## src/rtl/dmem_ctrl_pkg.sv

```systemverilog
// dmem_ctrl_pkg: shared constants and types for the
// data-memory load/store controller.
package dmem_ctrl_pkg;

  localparam logic [2:0] F3_B  = 3'd0;
  localparam logic [2:0] F3_H  = 3'd1;
  localparam logic [2:0] F3_W  = 3'd2;
  localparam logic [2:0] F3_BU = 3'd4;
  localparam logic [2:0] F3_HU = 3'd5;

  localparam logic MEM_READ  = 1'b0;
  localparam logic MEM_WRITE = 1'b1;

  typedef enum logic [1:0] {
    IDLE,
    READ,
    WRITE,
    RESP
  } state_t;

endpackage

```

## src/rtl/lsu_align.sv

```systemverilog
// lsu_align: byte/half lane extract + extend, store merge,
// and misalign/illegal decode for RV32I loads and stores.
module lsu_align
  import dmem_ctrl_pkg::*;
#(
  parameter int XLEN = 32
) (
  input  logic            we,
  input  logic [2:0]      funct3,
  input  logic [1:0]      off,
  input  logic [XLEN-1:0] wdata,
  input  logic [XLEN-1:0] word,
  output logic            err,
  output logic [XLEN-1:0] rdata,
  output logic [XLEN-1:0] merged
);

  logic [7:0]  lane_b;
  logic [15:0] lane_h;

  always_comb begin
    lane_b = word[{off, 3'b000} +: 8];
    lane_h = word[{off[1], 4'b0000} +: 16];
    err    = 1'b0;
    rdata  = '0;
    merged = word;
    unique case (funct3)
      F3_B: begin
        rdata = {{(XLEN-8){lane_b[7]}}, lane_b};
        merged[{off, 3'b000} +: 8] = wdata[7:0];
      end
      F3_H: begin
        rdata = {{(XLEN-16){lane_h[15]}}, lane_h};
        merged[{off[1], 4'b0000} +: 16] = wdata[15:0];
        err = off[0];
      end
      F3_W: begin
        rdata  = word;
        merged = wdata;
        err    = |off;
      end
      F3_BU: begin
        rdata = {{(XLEN-8){1'b0}}, lane_b};
        err   = we;
      end
      F3_HU: begin
        rdata = {{(XLEN-16){1'b0}}, lane_h};
        err   = we | off[0];
      end
      default: err = 1'b1;
    endcase
  end

endmodule

```

## src/rtl/dmem_lsu_ctrl.sv

```systemverilog
// dmem_lsu_ctrl: load/store sequencer in front of a word-only
// single-port data memory, with read-modify-write for SB/SH.
module dmem_lsu_ctrl
  import dmem_ctrl_pkg::*;
#(
  parameter int XLEN     = 32,
  parameter int READ_LAT = 1
) (
  input  logic            clk,
  input  logic            rst,
  input  logic            req_valid,
  output logic            req_ready,
  input  logic            req_we,
  input  logic [2:0]      req_funct3,
  input  logic [XLEN-1:0] req_addr,
  input  logic [XLEN-1:0] req_wdata,
  output logic            resp_valid,
  input  logic            resp_ready,
  output logic [XLEN-1:0] resp_rdata,
  output logic            resp_err,
  output logic [XLEN-1:0] mem_addr,
  output logic [XLEN-1:0] mem_dataW,
  output logic            mem_MemRW,
  input  logic [XLEN-1:0] mem_dataB
);

  localparam logic [3:0] LAT_M1 = 4'(READ_LAT - 1);

  state_t          state_q, state_d;
  logic [3:0]      cnt_q, cnt_d;
  logic            we_q, we_d;
  logic [2:0]      f3_q, f3_d;
  logic [1:0]      off_q, off_d;
  logic [XLEN-1:0] wdata_q, wdata_d;
  logic            req_ready_q, req_ready_d;
  logic            resp_valid_q, resp_valid_d;
  logic [XLEN-1:0] resp_rdata_q, resp_rdata_d;
  logic            resp_err_q, resp_err_d;
  logic [XLEN-1:0] mem_addr_q, mem_addr_d;
  logic [XLEN-1:0] mem_dataW_q, mem_dataW_d;
  logic            mem_MemRW_q, mem_MemRW_d;

  logic            idle;
  logic            al_we;
  logic [2:0]      al_f3;
  logic [1:0]      al_off;
  logic [XLEN-1:0] al_wdata;
  logic            al_err;
  logic [XLEN-1:0] al_rdata;
  logic [XLEN-1:0] al_merged;

  // Decode the live request in IDLE, the latched one afterwards.
  assign idle     = (state_q == IDLE);
  assign al_we    = idle ? req_we : we_q;
  assign al_f3    = idle ? req_funct3 : f3_q;
  assign al_off   = idle ? req_addr[1:0] : off_q;
  assign al_wdata = idle ? req_wdata : wdata_q;

  lsu_align #(.XLEN(XLEN)) u_align (
    .we     (al_we),
    .funct3 (al_f3),
    .off    (al_off),
    .wdata  (al_wdata),
    .word   (mem_dataB),
    .err    (al_err),
    .rdata  (al_rdata),
    .merged (al_merged)
  );

  always_comb begin
    state_d      = state_q;
    cnt_d        = cnt_q;
    we_d         = we_q;
    f3_d         = f3_q;
    off_d        = off_q;
    wdata_d      = wdata_q;
    resp_valid_d = resp_valid_q;
    resp_rdata_d = resp_rdata_q;
    resp_err_d   = resp_err_q;
    mem_addr_d   = mem_addr_q;
    mem_dataW_d  = mem_dataW_q;
    mem_MemRW_d  = mem_MemRW_q;
    unique case (state_q)
      IDLE: begin
        if (req_valid && req_ready_q) begin
          we_d    = req_we;
          f3_d    = req_funct3;
          off_d   = req_addr[1:0];
          wdata_d = req_wdata;
          if (al_err) begin
            state_d      = RESP;
            resp_valid_d = 1'b1;
            resp_err_d   = 1'b1;
            resp_rdata_d = '0;
          end else if (req_we && req_funct3 == F3_W) begin
            state_d     = WRITE;
            mem_addr_d  = {req_addr[XLEN-1:2], 2'b00};
            mem_dataW_d = req_wdata;
            mem_MemRW_d = MEM_WRITE;
          end else begin
            state_d     = READ;
            mem_addr_d  = {req_addr[XLEN-1:2], 2'b00};
            mem_MemRW_d = MEM_READ;
            cnt_d       = LAT_M1;
          end
        end
      end
      READ: begin
        if (cnt_q == 4'd0) begin
          if (we_q) begin
            state_d     = WRITE;
            mem_dataW_d = al_merged;
            mem_MemRW_d = MEM_WRITE;
          end else begin
            state_d      = RESP;
            resp_valid_d = 1'b1;
            resp_err_d   = 1'b0;
            resp_rdata_d = al_rdata;
          end
        end else begin
          cnt_d = cnt_q - 4'd1;
        end
      end
      WRITE: begin
        state_d      = RESP;
        mem_MemRW_d  = MEM_READ;
        resp_valid_d = 1'b1;
        resp_err_d   = 1'b0;
        resp_rdata_d = '0;
      end
      RESP: begin
        if (resp_ready) begin
          state_d      = IDLE;
          resp_valid_d = 1'b0;
        end
      end
    endcase
    req_ready_d = (state_d == IDLE);
  end

  always_ff @(posedge clk) begin
    if (rst) begin
      state_q      <= IDLE;
      cnt_q        <= '0;
      we_q         <= 1'b0;
      f3_q         <= '0;
      off_q        <= '0;
      wdata_q      <= '0;
      req_ready_q  <= 1'b1;
      resp_valid_q <= 1'b0;
      resp_rdata_q <= '0;
      resp_err_q   <= 1'b0;
      mem_addr_q   <= '0;
      mem_dataW_q  <= '0;
      mem_MemRW_q  <= MEM_READ;
    end else begin
      state_q      <= state_d;
      cnt_q        <= cnt_d;
      we_q         <= we_d;
      f3_q         <= f3_d;
      off_q        <= off_d;
      wdata_q      <= wdata_d;
      req_ready_q  <= req_ready_d;
      resp_valid_q <= resp_valid_d;
      resp_rdata_q <= resp_rdata_d;
      resp_err_q   <= resp_err_d;
      mem_addr_q   <= mem_addr_d;
      mem_dataW_q  <= mem_dataW_d;
      mem_MemRW_q  <= mem_MemRW_d;
    end
  end

  assign req_ready  = req_ready_q;
  assign resp_valid = resp_valid_q;
  assign resp_rdata = resp_rdata_q;
  assign resp_err   = resp_err_q;
  assign mem_addr   = mem_addr_q;
  assign mem_dataW  = mem_dataW_q;
  assign mem_MemRW  = mem_MemRW_q;

endmodule

```

## config.mk

```make
export PLATFORM = sky130hd
export DESIGN_NAME = dmem_lsu_ctrl
export DESIGN_NICKNAME = d
export VERILOG_FILES = /design/src/rtl/dmem_ctrl_pkg.sv /design/src/rtl/lsu_align.sv /design/src/rtl/dmem_lsu_ctrl.sv
export SDC_FILE = /design/constraint.sdc
export NUM_CORES = 1
export LEC_CHECK = 0
export ABC_AREA = 1
export CELL_PAD_IN_SITES_DETAIL_PLACEMENT = 1
export CELL_PAD_IN_SITES_GLOBAL_PLACEMENT = 2
export CORE_UTILIZATION = 26
export CTS_CLUSTER_SIZE = 16
export DETAILED_ROUTE_END_ITERATION = 10
export GPL_ROUTABILITY_DRIVEN = 0
export HOLD_SLACK_MARGIN = 0.15
export PLACE_DENSITY_LB_ADDON = 0.08
export SYNTH_ARGS = -nofsm -noshare
export SYNTH_HDL_FRONTEND = slang
export SYNTH_SLANG_ARGS = --single-unit
```

## constraint.sdc

```tcl
create_clock -name clk -period 3.63 [get_ports clk]
set_clock_uncertainty 0.15 [all_clocks]
set_input_delay 0.363 -clock clk [delete_from_list [all_inputs] [get_ports clk]]
set_output_delay 0.363 -clock clk [all_outputs]
set_load 0.01 [all_outputs]
```

==> results of run 1 <==
==> power by group <==
group	internal, mW	switching (mW)	total (mW)
registers	2.11	0.295	2.41
logic	2.53	4.86	7.38
clock network	1.02	0.792	1.81
total	5.66	5.94	11.6
==> logic make-up after synthesis <==
logic type               after synthesis
other                                  1
AND/OR/NAND/NOR                      971
buffers and inverters                296
adder cells (fa/ha/maj)               10
flip-flops                           142
AO/OA/AOI/OAI                        231
XOR/XNOR                               2
==> worst max-delay path: cells and delay by family, from the launching register on <==
family	cells	cell delay (ns)
compound gates	1	0.59
buf+inv	3	0.33
simple gates	7	0.98
fa+ha+maj	2	0.64
flops	1	0.37
==> sequential cells by signal (all words and copies together) (netlist names) <==
signal and count:
mem_dataW 32, resp_rdata 32, wdata_q 32, mem_addr 30, cnt_q 4, f3_q 3, off_q 2, state_q 2
mem_MemRW 1, req_ready 1, resp_err 1, resp_valid 1, we_q 1
==> layer usage <==
metal / share of wire [%] / vias up
li1: - / 5402
met1: 50 / 5062
met2: 46 / 180
met3: 3.3 / 22
met4: 1.3 / 0
met5: 0 / -
==> how the worst max path moves through the flow <==
stage / start / to / slack, ns
after global routing: state_q[1] / mem_dataW[2] / 0.19
final: state_q[1] / mem_dataW[2] / 0.46
after detailed placement: req_addr[1] / mem_dataW[2] / 0.48
after CTS: state_q[1] / mem_dataW[2] / 0.47
after global placement: req_addr[1] / mem_dataW[12] / 0.55
after floorplan: state_q[0] / mem_dataW[0] / 0.77
==> cells in the mapped netlist, drive strengths merged <==
cell type,number
a21oi,102
a221oi,1
a31oi,1
buf,61
clkbuf,37
clkinv,4
conb,1
dfxtp,142
ha,10
inv,194
nand2,533
nand3,139
nand3b,1
nand4,5
nor2,290
nor3,3
o211ai,7
o21ai,119
o21bai,1
xnor2,2
==> final cells by class <==
cell class	instances	area [um2]
Tap cell	461	577
Sequential cell	142	2840
Clock buffer	20	437
Clock inverter	11	136
Inverter	198	744
Fill cell	4743	23500
Multi-Input combinational cell	1216	5490
Timing Repair Buffer	228	2230
==> impl_metrics.py, run 1 <==
metrics = {
    "timing": {
        "period_share_pct": 87.4,
        "finalHoldViolCount": 0,
        "post-route-min-period_ns": 3.17,
        "maxSlewViolCount": 0,
        "hold_ws_ns": 0.302,
        "max_clock_freq_mhz": 315,
        "timing.final.ws_setup_ns": 0.456,
        "worst_pin_slew_ns": 0.794,
        "rsz0062_at_grt": "false",
        "slew_headroom_pct": 47.1,
        "finalSetupViolCount": 0,
        "fin_setup_tns_ns": 0,
    },
    "clock_network": {
        "cts_buffers": 17,
        "ctsHoldBuffers": 0,
        "post-cts-setup-buffers": 0,
        "post_cts_resized": 0,
        "cts.sinks": 142,
        "ctsHtreeMaxLevel": 4,
        "cts_tree": "yes",
        "clock_latency_ns": 0.45,
        "clockBufferDepth": 2,
        "clk_pin_slew_ns": 0.06,
        "cts-root-buf": "clkbuf_16",
    },
    "finish": {
        "final_common_cell": "nand2_1",
        "drive_gt1_share_pct": 6.83,
        "fin_cells": 2276,
        "mostFrequentLayoutCells": "512 x nand2_1, 285 x nor2_1, 200 x clkdlybuf4s50_1",
        "utilization_pct": 34.7,
        "final_area_um2": 12500,
        "n_antenna_cell": 0,
        "num-nets-final": 1917,
        "syn_to_final_growth_pct": 30.0,
    },
    "placement": {
        "post-place-ws_ns": 0.484,
        "dp.cells": 2245,
        "place_area_um2": 11900,
        "dpl.hpwl_um": 30600,
        "io_buffer_count": 201,
    },
    "synthesis": {
        "syn_inst": 1653,
        "synth_fa_ha_area_share_pct": 1.31,
        "avgSynthCellArea_um2": 5.80,
        "synth.mux.area_fraction_pct": 0,
        "synth_top_family_by_area": "simple AND/OR/NAND/NOR gates",
        "synth_area_um2": 9590,
        "synth.top_cell.area_share_pct": 29.7,
        "synth_xor_area_share_pct": 0.183,
        "ys_types": 37,
        "ys_seq_area_share_pct": 29.7,
        "synth_compound_area_share_pct": 13.4,
        "yosysWarnings": 0,
        "synth_top_cell_by_area": "dfxtp_1",
        "synth_area_leaders": "dfxtp_1 30%, nand2_1 20%, nor2_1 11%",
        "synth_seq_cells": 142,
        "synthSimpleGateAreaFrac_pct": 42.2,
    },
    "die": {
        "io_pins": 204,
        "core_um2": 35900,
        "die_height_um": 194,
        "rows": 69,
        "die_w_um": 194,
        "die-area_um2": 37600,
        "start_util_pct": 26.7,
    },
    "setup_path": {
        "cpMostUsedCell": "nand2_2",
        "r2r-end": "mem_dataW[2]",
        "worstPathArrival_ns": 3.37,
        "worstSetupEndpointType": "flip-flop",
        "max_stage_delay_ns": 0.59,
        "path_cells": "inv_1, ha_2, inv_2, nand2_2, nand2_2, ha_1, nand3_1, nand2_2, nand3_4, a21oi_4, nand3_1, nand2_1, inv_1",
        "worstRegToRegCells": 13,
        "start_kind": "flip-flop",
        "worst-setup-path-type": "reg -> reg",
        "worstPathMaxFanout": 16,
        "r2r-start": "state_q[1]",
        "crit_required_ns": 3.82,
        "cp_slowest_cell": "a21oi_4",
        "r2r_slack_ns": 0.46,
    },
    "min_path": {
        "min_path_cells": 2,
        "min-delay-start": "wdata_q[31]",
        "hp-class": "reg -> reg",
        "whs_endpoint": "wdata_q[31]",
    },
    "routing": {
        "ant_nets": 0,
        "dr_total_vias": 10700,
        "firstDrtPassIters": 5,
        "drc": 0,
        "drt_wl_total_um": 41200,
        "initialDrtViolationCount": 578,
        "wl_per_cell_um": 18.1,
        "vias_per_cell": 4.69,
    },
    "power": {
        "powerDensity_nw_per_um2": 931,
        "power_leakage_nw": 5.78,
        "max-vdd-ir-drop_v": 0.000393,
        "total_power_mw": 11.6,
    },
    "global_route": {
        "overflow": 0,
        "grt_pass1_vias": 11000,
        "gr-usage-met3_pct": 3.37,
        "use_met1_pct": 30.6,
        "antenna_found_initial": 0,
        "grt_max_degree": 61,
        "grt_usage_pct": 22.3,
        "use_met2_pct": 36.2,
        "grt_busiest_layer": "met2",
        "grt_pass1_wl_um": 64500,
    },
    "outcome": {
        "status": "completed",
    },
    "job": {
        "maxCapViolations": 0,
    },
}
Note: power is estimated with default switching activity, not from simulation.
==> inputs of run 2 (changes only) <==
--- a/config.mk
+++ b/config.mk
@@ -14,6 +14,7 @@
 export GPL_ROUTABILITY_DRIVEN = 0
 export HOLD_SLACK_MARGIN = 0.15
 export PLACE_DENSITY_LB_ADDON = 0.08
+export SLEW_MARGIN = 10
 export SYNTH_ARGS = -nofsm -noshare
 export SYNTH_HDL_FRONTEND = slang
 export SYNTH_SLANG_ARGS = --single-unit
==> results of run 2 <==
Same layout as run 1: the final DEF is identical, and so are final timing and power.
==> edit 1 (settings of run 1) <==
`XLEN` is set to 32 in 2 places; all go to 24.
--- a/src/rtl/lsu_align.sv
+++ b/src/rtl/lsu_align.sv
@@ -5,3 +5,3 @@
 #(
-  parameter int XLEN = 32
+  parameter int XLEN = 24
 ) (
--- a/src/rtl/dmem_lsu_ctrl.sv
+++ b/src/rtl/dmem_lsu_ctrl.sv
@@ -5,3 +5,3 @@
 #(
-  parameter int XLEN     = 32,
+  parameter int XLEN     = 24,
   parameter int READ_LAT = 1
Interface: changed (6 resized); port bits go from 204 to 156. The function was not compared with the original's and may differ.
==> edit 1 against run 1 <==
- worst hold slack improved by 0.0010 ns
- clock power shrank 38%
- critical path type unchanged
- power shrank 18%
- sequential share of layout area is 0.26 points higher
- core utilization down 0.52 points
- synthesized area fell by 22%
- largest power group unchanged
- via count is 22% lower
- final area down 23%
- critical endpoint is now mem_dataW[19]
- maximum frequency fell by 1.1%
- sequential cell count decreased by 32
- largest cell class unchanged
- worst setup slack lost 0.037 ns
- first-iteration DRC count decreased by 34%
- wire length is 28% lower
==> edit 1: results (changes against run 1) <==
[final_layout]
fin_area_sq_mm=0.00954  ; -23%
num-nets-final=1529  ; -20%
drive_gt1_frac=0.0485  ; -0.0198
fillers=3715  ; -22%

[placement]
dp_hpwl_mm=21.7  ; -29%
dp.cells=1806  ; -20%
io_buffer_count=153  ; -24%

[clock_tree]
htreeDepth=3  ; -1
clkTransAtPathRegs_ns=0.09  ; +0.03 ns
clk_latency_ns=0.38  ; -0.07 ns

[global_route]
antenna_found_initial=0  ; unchanged
grt_usage=0.208  ; -0.0147
grt_max_degree=47  ; -23%
first_global_vias=8337  ; -24%

[run_status]
status=finished, final reports clean

[power_and_ir_drop]
power.leakage_nw=4.58  ; -21%

[synth]
synthTopCellsByArea=dfxtp_1, nand2_1, nor2_1
yosysUniqueCellTypes=31  ; -16%
synthesis.instances=1322  ; -20%
synthTopCellsByCount=nand2_1, nor2_1, inv_1

[detailed_routing]
drtIter0Drc=383  ; -34%
routedWlPerCell_um=16.2  ; -11%
viasPerCell=4.57  ; -2.5%
drt_wl_total_mm=29.5  ; -28%
first_pass_iters=4  ; -1

[setup_path]
crit_end=mem_dataW[19]
cp_max_fo=22  ; +6
r2r_slack_ns=0.42  ; -0.04 ns

[edit 1: changes by cell type after synthesis, moves of 9 or more]
cell,delta
a21oi_1,-9
a21oi_2,-23
nand2_1,-34
o21ai_0,-34
buf_2,-18
nor2_1,-61
nand3_1,-55
dfxtp_1,-32
inv_1,-41
[edit 1: per-stage QoR]
step | worst slack (ns) | hold WS [ns] | util
3_5_place_dp | 0.440 | 0.293 | 0.330
3_3_place_gp | 0.462 | 0.288 | 0.330
2_1_floorplan | 0.742 | 0.274 | -
5_1_grt | 0.0689 | 0.324 | 0.342
6_report | 0.419 | 0.303 | 0.342
4_1_cts | 0.391 | 0.305 | 0.342
[edit 1: worst max-delay path, stage by stage, from the launching register on]
cell     delay [ns]
dfxtp_1        0.36
inv_1          0.11
ha_2           0.22
buf_4          0.29
nand2_1        0.08
o21ai_1        0.27
ha_1           0.44
nor2_1         0.54
a21oi_1        0.21
nor2_1         0.15
nor2_1         0.05
nor2_1         0.10
nor2_1         0.06
nor2_1         0.08
[edit 1: worst min-delay path by stage]
stage / from / cells after the start / slack (ns) / to
after floorplan: wdata_q[16] / 2 / 0.27 / wdata_q[16]
after global placement: wdata_q[20] / 2 / 0.29 / wdata_q[20]
after detailed placement: wdata_q[17] / 2 / 0.29 / wdata_q[17]
after CTS: wdata_q[17] / 2 / 0.31 / wdata_q[17]
after global routing: wdata_q[15] / 2 / 0.32 / wdata_q[15]
final: wdata_q[18] / 2 / 0.30 / wdata_q[18]
[edit 1: routing by layer]
metal	global-route usage	up-vias	routed length (um)
li1	-	4262	-
met1	0.274	3880	14200
met2	0.353	153	13900
met3	0.0315	26	991
met4	0.0501	0	437
met5	0	-	0
[edit 1: kinds of logic (layout without fill, tap and decap cells)]
logic type | after synthesis | in the layout | share of synthesized area
compound gates | 158 | 158 | 0.109
xor+xnor | 2 | 2 | 0.00236
fa+ha+maj | 10 | 10 | 0.0168
buf+inv | 223 | 344 | 0.129
flops | 110 | 110 | 0.296
other cells | 1 | 2 | 0.000504
simple gates | 818 | 818 | 0.446
[edit 1: layout make-up]
type                    count  area share
inverters                 156      0.0615
repair buffers            172       0.175
multi-input cells         990       0.449
flip-flops and latches    110       0.231
clock buffers              10      0.0250
clock inverters             6     0.00878
well taps                 378      0.0496
[edit 1: where the power goes]
| part | total, mW | leakage, nW | switching (mW) | internal (mW) |
|---|---|---|---|---|
| Clock | 1.13 | 0.159 | 0.554 | 0.575 |
| Combinational | 6.61 | 3.51 | 4.42 | 2.19 |
| Sequential | 1.83 | 0.903 | 0.197 | 1.63 |
==> edit 2 (config.mk and constraints of run 1) <==
Made on the original files. Make the reset (`rst`) asynchronous in one clocked block.
--- a/src/rtl/dmem_lsu_ctrl.sv
+++ b/src/rtl/dmem_lsu_ctrl.sv
@@ -140,3 +140,3 @@
 
-  always_ff @(posedge clk) begin
+  always_ff @(posedge clk or posedge rst) begin
     if (rst) begin
Behaviour: differs if rst is asserted again (counterexample within 4 cycles, from zero or initial values and one cycle with rst high); with rst held inactive, the same outputs for 4 cycles.
==> edit 2 against run 1 <==
- synthesized area fell by 9.4%
- power fell by 1.3%
- synthesized cell count fell by 20%
- critical path depth did not move
- worst setup slack got worse by 0.11 ns
- non-clock buffer count fell by 2
- wire length fell by 18%
- worst hold slack got worse by 0.086 ns
- sequential cell count did not move
- critical endpoint is now resp_rdata[29]
- die area fell by 9.3%
- largest cell class unchanged
- final area fell by 5.2%
- cell count fell by 14%
==> edit 2: results (changes against run 1) <==
[detailed_routing]
drtIter0Drc=484  ; -16%
viasPerCell=4.54  ; -3.0%
routedWlPerCell_um=17.2  ; -5.2%
first_pass_iters=4  ; -1
drc=0  ; unchanged

[clock_tree]
htreeDepth=4  ; unchanged
cts-resized-gates=0  ; unchanged
clkTransAtPathRegs_ns=0.07
cts_buffers=17  ; unchanged
clk_latency_ns=0.45  ; about the same
cts.path.max_buffers=2  ; unchanged

[setup_path]
r2r.worst_path.cells=13  ; unchanged
cp_slowest_stage_delay_ns=0.40  ; -0.19 ns
crit_end=resp_rdata[29]
r2r_slack_ns=0.34  ; -0.11 ns
cp_data_arrival_time_ns=3.48  ; +0.11 ns
cp_max_fo=33  ; +17
critPathSlowestCell=dfrtp_1
crit_start=state_q[0]
path_delay_family=simple AND/OR/NAND/NOR gates

[final_layout]
drive_gt1_frac=0.0672  ; -0.00113
num-nets-final=1619  ; -16%
fillers=4127  ; -13%
instances_no_fill=1960  ; -14%
antenna_cells=0  ; unchanged

[synth]
yosysWarnings=0  ; unchanged
seq_area_frac_synth=0.409  ; +0.113
synthesis.instances=1326  ; -20%
yosysUniqueCellTypes=33  ; -11%
synthTopCellsByArea=dfrtp_1, nand2_1, nor2_1
async_flop_share=1.00  ; +1.00
synthTopCellsByCount=nand2_1, nor2_1, dfrtp_1
syn_area_sq_mm=0.00868  ; -9.4%

[power_and_ir_drop]
power.leakage_nw=5.91  ; +2.3%
p_sw_mw=5.53  ; -6.9%
vdd_ir_drop_max_mv=0.459  ; +17%

[hold_path]
hp-class=input pin to asynchronous set/reset pin

[global_route]
grt_max_degree=55  ; -9.8%
first_global_vias=9185  ; -16%
grt_usage=0.206  ; -0.0168
grt_pass1_wl_mm=52.9  ; -18%
antenna_found_initial=0  ; unchanged

[placement]
dp_hpwl_mm=25.6  ; -16%
dp.cells=1928  ; -14%
io_buffer_count=201  ; unchanged

[sta]
slew_headroom=0.504  ; +0.0330
holdWs_ns=0.216  ; -0.0857 ns

[run_status]
status=finished, final reports clean

==> edit 2: routing by layer <==
metal | vias up | track usage | wire length [um]
met5 | - | 0 | 0
met3 | 32 | 0.0318 | 1050
met1 | 4279 | 0.271 | 15900
met2 | 147 | 0.342 | 16000
li1 | 4449 | - | -
met4 | 0 | 0.0691 | 656
==> edit 2: cell type report <==
cell class                 instances  share of cell area
multi-input combinational        995               0.368
sequential                       142               0.301
timing repair buffer             226               0.190
tap                              442              0.0468
inverter                         123              0.0394
clock buffer                      18              0.0363
clock inverter                    14              0.0181
==> edit 2: metrics by stage <==
| stage | util | cell area [sq um] | setup slack, ns |
|---|---|---|---|
| floorplan | - | 8690 | 0.977 |
| global placement | 0.342 | 11200 | 0.481 |
| detailed placement | 0.342 | 11200 | 0.366 |
| CTS | 0.361 | 11800 | 0.340 |
| global route | 0.361 | 11800 | 0.0518 |
| finish | 0.361 | 11800 | 0.341 |
==> edit 2: power groups by stage <==
stage	registers, mW	logic (mW)	clock network, mW
2_1_floorplan	2.78	4.17	0
3_3_place_gp	2.63	6.91	0
3_5_place_dp	2.64	6.97	0
4_1_cts	2.62	7.00	2.04
5_1_grt	2.69	7.79	2.09
6_report	2.61	6.87	1.97
==> edit 2: kinds of logic (layout without fill, tap and decap cells) <==
| group | count (synthesis) | count (layout) | share of synthesized area |
|---|---|---|---|
| flops | 142 | 142 | 0.409 |
| simple gates | 823 | 823 | 0.389 |
| other cells | 1 | 2 | 0.000432 |
| buf+inv | 190 | 381 | 0.0911 |
| fa+ha+maj | 10 | 10 | 0.0144 |
| mux | 1 | 1 | 0.00130 |
| xor+xnor | 2 | 2 | 0.00202 |
| compound gates | 157 | 157 | 0.0925 |
